`src/rtl/tree_pkg.sv`:
```
// Shared types and default widths for the decision-tree branch stage.
// Imported by the stage, its comparator and the bench.
package tree_pkg;

    localparam int TREE_IDX_W    = 4;
    localparam int TREE_SAMPLE_W = 16;
    localparam int TREE_FEAT_W   = 4;

    typedef enum logic [1:0] {
        IDLE  = 2'd0,
        FETCH = 2'd1,
        OUT   = 2'd2
    } state_t;

    typedef struct packed {
        logic [TREE_FEAT_W-1:0] featSel;
        logic [TREE_FEAT_W-1:0] threshold;
    } node_desc_t;

endpackage

```
`src/rtl/branch_compare.sv`:
```
// Combinational feature select, unsigned compare and child-index build.
// Receives only the low index bits; the top bit shifts out of the child.
module branch_compare #(
    parameter int IDX_W    = 4,
    parameter int SAMPLE_W = 16,
    parameter int FEAT_W   = 4
) (
    input  logic [IDX_W-2:0]    idx_i,
    input  logic [SAMPLE_W-1:0] sample_i,
    input  logic [2*FEAT_W-1:0] desc_i,
    output logic [IDX_W-1:0]    child_o
);

    localparam int NF = SAMPLE_W / FEAT_W;

    logic [FEAT_W-1:0] sel;
    logic [FEAT_W-1:0] thr;
    logic [FEAT_W-1:0] feat;
    logic              gt;
    int                k;

    assign sel = desc_i[2*FEAT_W-1:FEAT_W];
    assign thr = desc_i[FEAT_W-1:0];

    always_comb begin
        k    = int'(sel) % NF;
        feat = sample_i[k*FEAT_W +: FEAT_W];
        gt   = feat > thr;
    end

    assign child_o = {idx_i, gt};

endmodule

```
`src/rtl/tree_branch_stage.sv`:
```
// Internal decision-tree stage: accept index+sample, fetch descriptor,
// emit child index downward and forward the sample rightward.
module tree_branch_stage
    import tree_pkg::*;
#(
    parameter int IDX_W    = TREE_IDX_W,
    parameter int SAMPLE_W = TREE_SAMPLE_W,
    parameter int FEAT_W   = TREE_FEAT_W
) (
    input  logic                clk,
    input  logic                rst,
    input  logic                memRdy,
    input  logic                validIdxIn,
    input  logic                validSampIn,
    output logic                readyIn,
    output logic                validBottom,
    output logic                validRight,
    input  logic                readyBottom,
    input  logic                readyRight,
    input  logic [SAMPLE_W-1:0] sampleIn,
    output logic [SAMPLE_W-1:0] sampleOut,
    input  logic [IDX_W-1:0]    nodeIdxIn,
    output logic [IDX_W-1:0]    nodeIdxOut,
    input  logic [2*FEAT_W-1:0] nodeData,
    input  logic                nodeDataValid,
    output logic [IDX_W-1:0]    memAddr,
    output logic                memReq
);

    state_t              state_q;
    logic                readyIn_q;
    logic                vb_q, vb_d;
    logic                vr_q, vr_d;
    logic                memReq_q;
    logic [IDX_W-1:0]    idxOut_q;
    logic [SAMPLE_W-1:0] sampOut_q;
    logic [SAMPLE_W-1:0] samp_q;
    logic [IDX_W-1:0]    memAddr_q;
    logic [IDX_W-1:0]    child_d;

    // memAddr_q doubles as the latched node index.
    branch_compare #(
        .IDX_W    (IDX_W),
        .SAMPLE_W (SAMPLE_W),
        .FEAT_W   (FEAT_W)
    ) u_cmp (
        .idx_i    (memAddr_q[IDX_W-2:0]),
        .sample_i (samp_q),
        .desc_i   (nodeData),
        .child_o  (child_d)
    );

    always_comb begin
        vb_d = vb_q && !readyBottom;
        vr_d = vr_q && !readyRight;
    end

    always_ff @(posedge clk or negedge rst) begin
        if (!rst) begin
            state_q   <= IDLE;
            readyIn_q <= 1'b1;
            vb_q      <= 1'b0;
            vr_q      <= 1'b0;
            memReq_q  <= 1'b0;
            idxOut_q  <= '0;
            sampOut_q <= '0;
            samp_q    <= '0;
            memAddr_q <= '0;
        end else begin
            unique case (state_q)
                IDLE: begin
                    if (validIdxIn && validSampIn) begin
                        memAddr_q <= nodeIdxIn;
                        samp_q    <= sampleIn;
                        memReq_q  <= 1'b1;
                        readyIn_q <= 1'b0;
                        state_q   <= FETCH;
                    end
                end
                FETCH: begin
                    if (memRdy && nodeDataValid) begin
                        idxOut_q  <= child_d;
                        sampOut_q <= samp_q;
                        vb_q      <= 1'b1;
                        vr_q      <= 1'b1;
                        memReq_q  <= 1'b0;
                        state_q   <= OUT;
                    end
                end
                OUT: begin
                    vb_q <= vb_d;
                    vr_q <= vr_d;
                    if (!vb_d && !vr_d) begin
                        readyIn_q <= 1'b1;
                        state_q   <= IDLE;
                    end
                end
                default: begin
                    state_q   <= IDLE;
                    readyIn_q <= 1'b1;
                end
            endcase
        end
    end

    assign readyIn     = readyIn_q;
    assign validBottom = vb_q;
    assign validRight  = vr_q;
    assign memReq      = memReq_q;
    assign memAddr     = memAddr_q;
    assign nodeIdxOut  = idxOut_q;
    assign sampleOut   = sampOut_q;

endmodule

```
`config.mk`:
```
export PLATFORM = sky130hd
export DESIGN_NAME = tree_branch_stage
export DESIGN_NICKNAME = d
export VERILOG_FILES = /design/src/rtl/tree_pkg.sv /design/src/rtl/branch_compare.sv /design/src/rtl/tree_branch_stage.sv
export SDC_FILE = /design/constraint.sdc
export NUM_CORES = 1
export LEC_CHECK = 0
export BUFFER_PORTS_ARGS = -buffer_cell sky130_fd_sc_hd__buf_2
export CORE_MARGIN = 3
export CORE_UTILIZATION = 40
export DETAILED_ROUTE_END_ITERATION = 10
export GPL_ROUTABILITY_DRIVEN = 0
export PLACE_DENSITY = 0.74
export SLEW_MARGIN = 20
export SYNTH_ARGS = -nofsm -noshare
export SYNTH_HDL_FRONTEND = slang
export SYNTH_HIERARCHICAL = 1
export SYNTH_SLANG_ARGS = --single-unit
```
`constraint.sdc`:
```
create_clock -name clk -period 2.18 [get_ports clk]
set_input_delay 0.327 -clock clk [delete_from_list [all_inputs] [get_ports clk]]
set_output_delay 0.327 -clock clk [all_outputs]
set_load 0.05 [all_outputs]
```
Word-level counts from Yosys, hierarchy flattened. Index checks and enable logic that the tools add are counted.

Flip-flop bits (word level): 46. Input port bits: 36. Output and inout port bits: 28. Word-level logic and storage cells: 48.

Muxes and demuxes: 13. Reduce and logical (&&, ||, !) cells: 18. Order comparisons: 1. Bitwise operators: 1. Shifts and indexed selects: 1. Equality and inequality tests: 5.

Operators with widths (count): 16-bit by 5-bit indexed part select with 4-bit output (1); 3-bit AND reduction (3); 2-bit 2-to-1 mux (3); 2-bit inequality test, second input constant (3); 1-bit one-hot mux with 2 select lines (3); 2-bit one-hot mux with 3 select lines (1); 2-bit AND reduction (3); 1-bit logical AND (5); 1-bit 2-to-1 mux (5); 4-bit greater-than comparator (1); 1-bit logical NOT (4); 2-bit nonzero test (2); 1-bit one-hot mux with 3 select lines (1); 2-bit by 1-bit equality test with 1-bit output, second input constant (1); 2-bit equality test, second input constant (1); 2-bit logical NOT (1); 1-bit NOT (1).

Longest topological paths before layout. Gate-level depths: netlist of run 1.

Depth after elaboration: 6. Depth in mapped cells: 8.

By module. The synthesis of run 1 kept the hierarchy.

By module, submodules not included: tree_branch_stage (times used 1, cells an instance 109, seq. area each 1152.4 um^2, area an instance 1771.7 um^2); branch_compare (times used 1, cells an instance 22, seq. area each 0.0 um^2, area an instance 227.7 um^2).

Worst setup path after synthesis of run 1. Ideal clock, no wire load.

Kind: in2reg. From: input nodeData[4]. To: register idxOut_q[0], in the netlist nodeIdxOut[0]. Arrival: 1.831 ns. Data required time: 2.055 ns. Stages on the path: 7. Setup time: 0.125 ns. Path slack: 0.224 ns. Cell sequence: mux4_1 ha_1 nor2b_1 o21ai_0 a21oi_1 buf_4 mux2_4.

Cells in the longest elaborated chain, start to end: 2.

Ends and longest elaborated chain: start, declared (RTL line tree_branch_stage.sv:24) `input logic [2*FEAT_W-1:0] nodeData,`; 16-bit by 5-bit indexed part select with 4-bit output (RTL line branch_compare.sv:27) `feat = sample_i[k*FEAT_W +: FEAT_W];`; 4-bit greater-than comparator (RTL line branch_compare.sv:28) `gt = feat > thr;`; via u_cmp.gt (RTL line branch_compare.sv:19) `logic gt;`; end signal, assigned (RTL line tree_branch_stage.sv:82) `idxOut_q <= child_d;`; end, declared (RTL line tree_branch_stage.sv:35) `logic [IDX_W-1:0] idxOut_q;`.

The timed path passes the listed nets, and every way through them passes these cells. A chain may end at the register's enable or synchronous reset.

Final worst setup path of run 1.
From: register samp_q[5]. To: register idxOut_q[0], in the netlist nodeIdxOut[0].

Cells in the longest elaborated chain, start to end: 2.

Ends and longest elaborated chain: start, declared (RTL line tree_branch_stage.sv:37) `logic [SAMPLE_W-1:0] samp_q;`; start signal, assigned (RTL line tree_branch_stage.sv:74) `samp_q <= sampleIn;`; 16-bit by 5-bit indexed part select with 4-bit output (RTL line branch_compare.sv:27); 4-bit greater-than comparator (RTL line branch_compare.sv:28); via child_d[0] (RTL line tree_branch_stage.sv:39) `logic [IDX_W-1:0] child_d;`.

The timed path passes the listed nets, and every way through them passes these cells.

==> results.txt, run 1 <==
Post-CTS repair timing setup buffer count - 0
Setup Skew - 0.008487 ns
Syn_area_per_cell - 15.26 sq um
Antenna Cells - 0
Sw frac - 45.32%
Crit path kind - reg -> reg
EDFF count, synth - 0
Clock Tree Buf Depth - 2
Pins Over Slew Limit - 0
Synthesis Warnings - 6
Number of I/O pins - 64
Yosys reg bits - 46
Inserted Clock Buffers - 5
Initial Util - 41.78%
Worst EP arrival - 2.10 ns
Psw - 1853 uW
Max Freq - 0.5246 GHz
Startpoint Class - flop
Top FF cell, synth - dfrtp_1
Sequential power share - 38.0%
Pre-antenna DRT Iters - 4
Number of max-cap violations - 0
Resized Gates After CTS - 0
TritonCTS clock tree - done
Pin count of the biggest net entering global routing - 28
DIE AREA - 5883 sq um
Initial DRC count - 26
Pwr/cell area - 1652 nW/um^2
Syn nets - 171
# clock sinks - 46
DRT Wirelength - 3.790 mm
Logic pwr share - 48.6%
Number of H-tree levels - 2
GRT overflow - 0
Final hold violations - 0
Area of the core - 4786 sq um
Async SR Flop Fraction - 100.0%
DRC viols - 0
Pint - 2236 uW
Final setup viols - 0
Root Buffer - clkbuf_8
Total Nets Final - 235
Post-Syn Area - 1999 sq um
Fill count - 430
CP endpoint kind - flop
Actual slew at the worst max-slew pin - 0.4348 ns
Post-synthesis cell count - 131
Drt wl/cell - 14.41 um
Die width - 76.70 um
CP required - 2.37 ns
DIE HEIGHT - 76.70 um
First-pass GRT wire length - 6.610 mm
Area delta synth->final - 23.78%
Antenna violations before repair - 0
Clock power share - 13.3%
Share of cells above drive strength 1 - 54.59%
Vias in the first global route - 1,346
Setup TNS - 0 ns
Rows - 25
VDD IR-drop max - 1.050 mV
Total GRT Usage - 14.32%
Hpwl dp - 2.821 mm
Min-delay worst type - in -> reg
Tot Pwr - 4089 uW
Vias - 1,242
RSZ-0062 raised after global routing - no
Register area share after synthesis - 57.63%
Status - complete, no violations
Cts hold-fix bufs - 1
Worst-skew pair later-pin latency - 0.30 ns
Clk slew on worst S/H paths - 0.09 ns
Minimum clock period - 1.906 ns
Crit Path Max Fanout - 3
Cell variety after synth - 25
Via density - 4.722
ANT nets after route - 0
Post-route clock period utilization - 87.45%
Max-slew headroom - 71.02%
IO buf count - 61
Leak - 0.001210 uW
## metrics by stage
step                      setup WS [ns]  hold slack (ns)  util (%)  cell area, sq um  cells
after floorplan                  0.2240          0.03141         -              1999    131
after global placement           0.1022           0.2962     49.52              2370    254
after detailed placement         0.1077           0.2929     49.52              2370    254
after CTS                        0.2603           0.2303     51.71              2475    263
after global routing             0.1881           0.2383     51.71              2475    263
final                            0.2736           0.2432     51.71              2475    263
## worst max-delay path, stage by stage (launching register included)
cell	delay, ns
dfrtp_1	0.40
mux4_1	0.51
ha_1	0.30
nor2b_1	0.13
o21ai_0	0.13
a21oi_1	0.08
mux2_4	0.26
## layout by cell type, fill, tap and decap left out
cell type and instances:
dfrtp_1 45, clkinv_2 1, mux2_2 23, clkbuf_8 6
a31o_2 1, mux4_2 1, nand2b_1 1, or3_1 1
o21ai_0 5, a21oi_1 1, nand4_2 1, inv_1 7
or2_2 1, clkinvlp_4 1, dlygate4sd3_1 1, buf_4 2
o311a_1 1, mux2_1 11, dfstp_2 1, buf_12 1
buf_2 61, nor3_4 1, ha_1 4, a21o_1 1
nand4_1 1, a22oi_1 1, nor2b_1 1, mux4_1 3
nand2_1 4, nor2_1 1, mux2_4 6
## cell usage after synthesis, drive strengths merged (2+ instances only)
cell	number	area share, %
nand4	2	0.94
mux2	40	24
nand2	4	0.75
ha	4	2.5
mux4	4	5.1
inv	7	1.3
buf	8	3.0
o21ai	5	1.3
dfrtp	45	56
## cells by family after synthesis
logic type      count (synthesis)  share of synthesized area, %
flops                          46                         57.63
mux                            44                         28.72
buf+inv                        15                         4.318
simple gates                   12                         3.630
compound gates                 10                         3.191
fa+ha+maj                       4                         2.503
## path summary, 6_finish.rpt
kind                             startpoint       endpoint  slack [ns]  cells after the start
worst max-delay path              samp_q[5]  nodeIdxOut[0]        0.27                      6
worst min-delay path            sampleIn[4]      samp_q[4]        0.24                      2
worst max register to register    samp_q[5]  nodeIdxOut[0]        0.27                      6
worst min register to register       memReq         memReq        0.48                      1
max in group asynchronous               rst        readyIn        0.93                      3
min in group asynchronous               rst  sampleOut[13]        0.50                      2
## sequential cells by signal, summed over array words and instances (netlist names)
register,flops
samp_q,16
sampleOut,16
memAddr,4
nodeIdxOut,4
state_q,2
memReq,1
readyIn,1
validBottom,1
validRight,1
## power by group through the flow
stage	Clock (uW)	Sequential, uW	Combinational, uW
6_report	545	1560	1990
2_1_floorplan	0	2410	726
3_5_place_dp	0	1580	2010
3_3_place_gp	0	1560	1980
4_1_cts	561	1560	2020
5_1_grt	590	1630	2120
## final cells by class
| type | count | area, sq um | share of cell area [%] |
|---|---|---|---|
| tap | 67 | 83.83 | 3.387 |
| inverter | 7 | 26.28 | 1.062 |
| sequential | 46 | 1152 | 46.56 |
| clock buffer | 6 | 82.58 | 3.337 |
| clock inverter | 2 | 12.51 | 0.5056 |
| multi-input combinational | 70 | 767.0 | 30.99 |
| timing repair buffer | 65 | 350.3 | 14.16 |
## layer usage
metal	part of all wire (%)	vias to the layer above	track usage (%)
met5	0	-	0
met4	1.5	0	4.891
met3	6.4	7	5.282
met2	48	34	23.08
met1	44	608	17.75
li1	-	593	-
Note: power is estimated with default switching activity, not from simulation.
==> inputs of run 2 (changes only) <==
--- a/config.mk
+++ b/config.mk
@@ -7,10 +7,10 @@
 export LEC_CHECK = 0
 export BUFFER_PORTS_ARGS = -buffer_cell sky130_fd_sc_hd__buf_2
 export CORE_MARGIN = 3
-export CORE_UTILIZATION = 40
+export CORE_UTILIZATION = 35
 export DETAILED_ROUTE_END_ITERATION = 10
 export GPL_ROUTABILITY_DRIVEN = 0
-export PLACE_DENSITY = 0.74
+export PLACE_DENSITY = 0.68
 export SLEW_MARGIN = 20
 export SYNTH_ARGS = -nofsm -noshare
 export SYNTH_HDL_FRONTEND = slang
==> results.txt, run 2 (same netlist as run 1, synthesis figures left out) <==
Status - complete, no violations (unchanged)
Multi-input gate area - 767.0 sq um (unchanged)
CP max stage cell - mux4_1 (unchanged)
Antenna violations before repair - 0 (unchanged)
Max incr delay on CP - 0.51 ns (about the same)
Max-slew headroom - 73.93% (was 71.02%)
VDD IR-drop max - 0.8018 mV (was 1.050 mV)
Post-CTS repair timing setup buffer count - 0 (unchanged)
Vias in the first global route - 1,294 (was 1,346)
Register area - 1152 sq um (unchanged)
Crit path max-delay family - multiplexers (unchanged)
Crit-path cells - mux4_1 > ha_1 > nor2b_1 > o21ai_0 > a21oi_1 > mux2_4 (unchanged)
# clock sinks - 46 (unchanged)
Commonest non-fill, non-tap cell in the layout - buf_2 (unchanged)
Pre-antenna DRT Iters - 3 (was 4)
Fill count - 489 (was 430)
Pin count of the biggest net entering global routing - 47 (was 28)
Min-delay worst type - in -> async (was in -> reg)
GRT overflow - 0 (unchanged)
Pwr/cell area - 1641 nW/um^2 (was 1652 nW/um^2)
Pre-CTS setup slack - 0.1196 ns (was 0.1077 ns)
Antenna Cells - 0 (unchanged)
First-pass GRT wire length - 6.499 mm (was 6.610 mm)
Via density - 4.707 (was 4.722)
Area of the core - 5303 sq um (was 4786 sq um)
RSZ-0062 raised after global routing - no (unchanged)
Post-route clock period utilization - 89.60% (was 87.45%)
Initial DRC count - 60 (was 26)
Share of cells above drive strength 1 - 54.59% (unchanged)
Clock Tree Buf Depth - 2 (unchanged)
Pins Over Slew Limit - 0 (unchanged)
Inserted Clock Buffers - 5 (unchanged)
Final setup viols - 0 (unchanged)
Vias - 1,252 (was 1,242)
ANT nets after route - 0 (unchanged)
Die width - 81.58 um (was 76.70 um)
CP endpoint kind - flop (unchanged)
Leak - 0.001216 uW (was 0.001210 uW)
Final worst slack - 0.2267 ns (was 0.2736 ns)
Number of max-cap violations - 0 (unchanged)
TritonCTS clock tree - done (unchanged)
Hpwl dp - 2.836 mm (was 2.821 mm)
Number of H-tree levels - 2 (unchanged)
DIE HEIGHT - 81.58 um (was 76.70 um)
Actual slew at the worst max-slew pin - 0.3899 ns (was 0.4348 ns)
Worst EP arrival - 2.13 ns (was 2.10 ns)
Total Nets Final - 235 (unchanged)
CP required - 2.36 ns (was 2.37 ns)
Setup TNS - 0 ns (unchanged)
Crit path kind - reg -> reg (unchanged)
Crit Path Max Fanout - 3 (unchanged)
Max Freq - 0.5120 GHz (was 0.5246 GHz)
Number of I/O pins - 64 (unchanged)
Resized Gates After CTS - 0 (unchanged)
Worst-skew pair later-pin latency - 0.29 ns (was 0.30 ns)
Startpoint Class - flop (unchanged)
Buf+Inv Stages, Crit Path - 0 (unchanged)
Clk slew on worst S/H paths - 0.08 ns (was 0.09 ns)
DIE AREA - 6655 sq um (was 5883 sq um)
Rows - 26 (was 25)
Cts hold-fix bufs - 0 (was 1)
Setup Skew - 0.005670 ns (was 0.008487 ns)
Initial Util - 37.71% (was 41.78%)
IO buf count - 61 (unchanged)
Minimum clock period - 1.953 ns (was 1.906 ns)
Total GRT Usage - 12.97% (was 14.32%)
Drt wl/cell - 14.66 um (was 14.41 um)
DRT Wirelength - 3.899 mm (was 3.790 mm)
Area delta synth->final - 24.28% (was 23.78%)
Commonest cells after routing, fill and taps aside - buf_2, dfrtp_1, mux2_2, mux2_1, inv_1 (unchanged)
Root Buffer - clkbuf_8 (unchanged)
DRC viols - 0 (unchanged)
Final hold violations - 0 (unchanged)
[run 2: final cells by class]
cell class,count,share of cell area (%)
sequential,46,46.37
inverter,7,1.057
clock inverter,1,0.2014
tap,70,3.525
clock buffer,7,3.474
multi-input combinational,70,30.87
timing repair buffer,65,14.50
[run 2: stage by stage]
stage / cell area (sq um) / instances / utilization [%] / total power [uW] / hold slack (ns)
after CTS: 2485 / 266 / 46.86 / 4137 / 0.007913
after global placement: 2394 / 258 / 45.14 / 3553 / 0.3291
after floorplan: 1999 / 131 / - / 3137 / 0.03141
after global routing: 2485 / 266 / 46.86 / 4327 / 0.01825
after detailed placement: 2394 / 258 / 45.14 / 3602 / 0.3300
final: 2485 / 266 / 46.86 / 4078 / 0.006316
[run 2: where the power goes]
part	total [uW]	internal [uW]	switching, uW
logic	1990	703	1290
registers	1560	1280	280
clock network	523	256	267
[run 2: worst paths after layout]
kind | endpoint | from | slack [ns] | cells past startpoint
worst max-delay path | nodeIdxOut[0] | samp_q[1] | 0.23 | 6
worst min-delay path | sampleOut[10] | rst | 0.006 | 2
worst max register to register | nodeIdxOut[0] | samp_q[1] | 0.23 | 6
worst min register to register | sampleOut[9] | sampleOut[9] | 0.49 | 1
max in group asynchronous | readyIn | rst | 1.91 | 2
min in group clk | samp_q[4] | sampleIn[4] | 0.25 | 2
[run 2: routing by layer]
layer  up-vias  routed length [um]  GRT usage, %
li1        595                   -             -
met1       612                1836         17.49
met2        38                1778         20.03
met3         7                 209         2.741
met4         0                  74         5.980
met5         -                   0             0
[run 2: worst reg2reg max path, cell delays in order (launching register included)]
cell and delay [ns]:
dfrtp_1 0.41, mux4_1 0.51, ha_1 0.31, nor2b_1 0.13
o21ai_0 0.13, a21oi_1 0.08, mux2_4 0.26
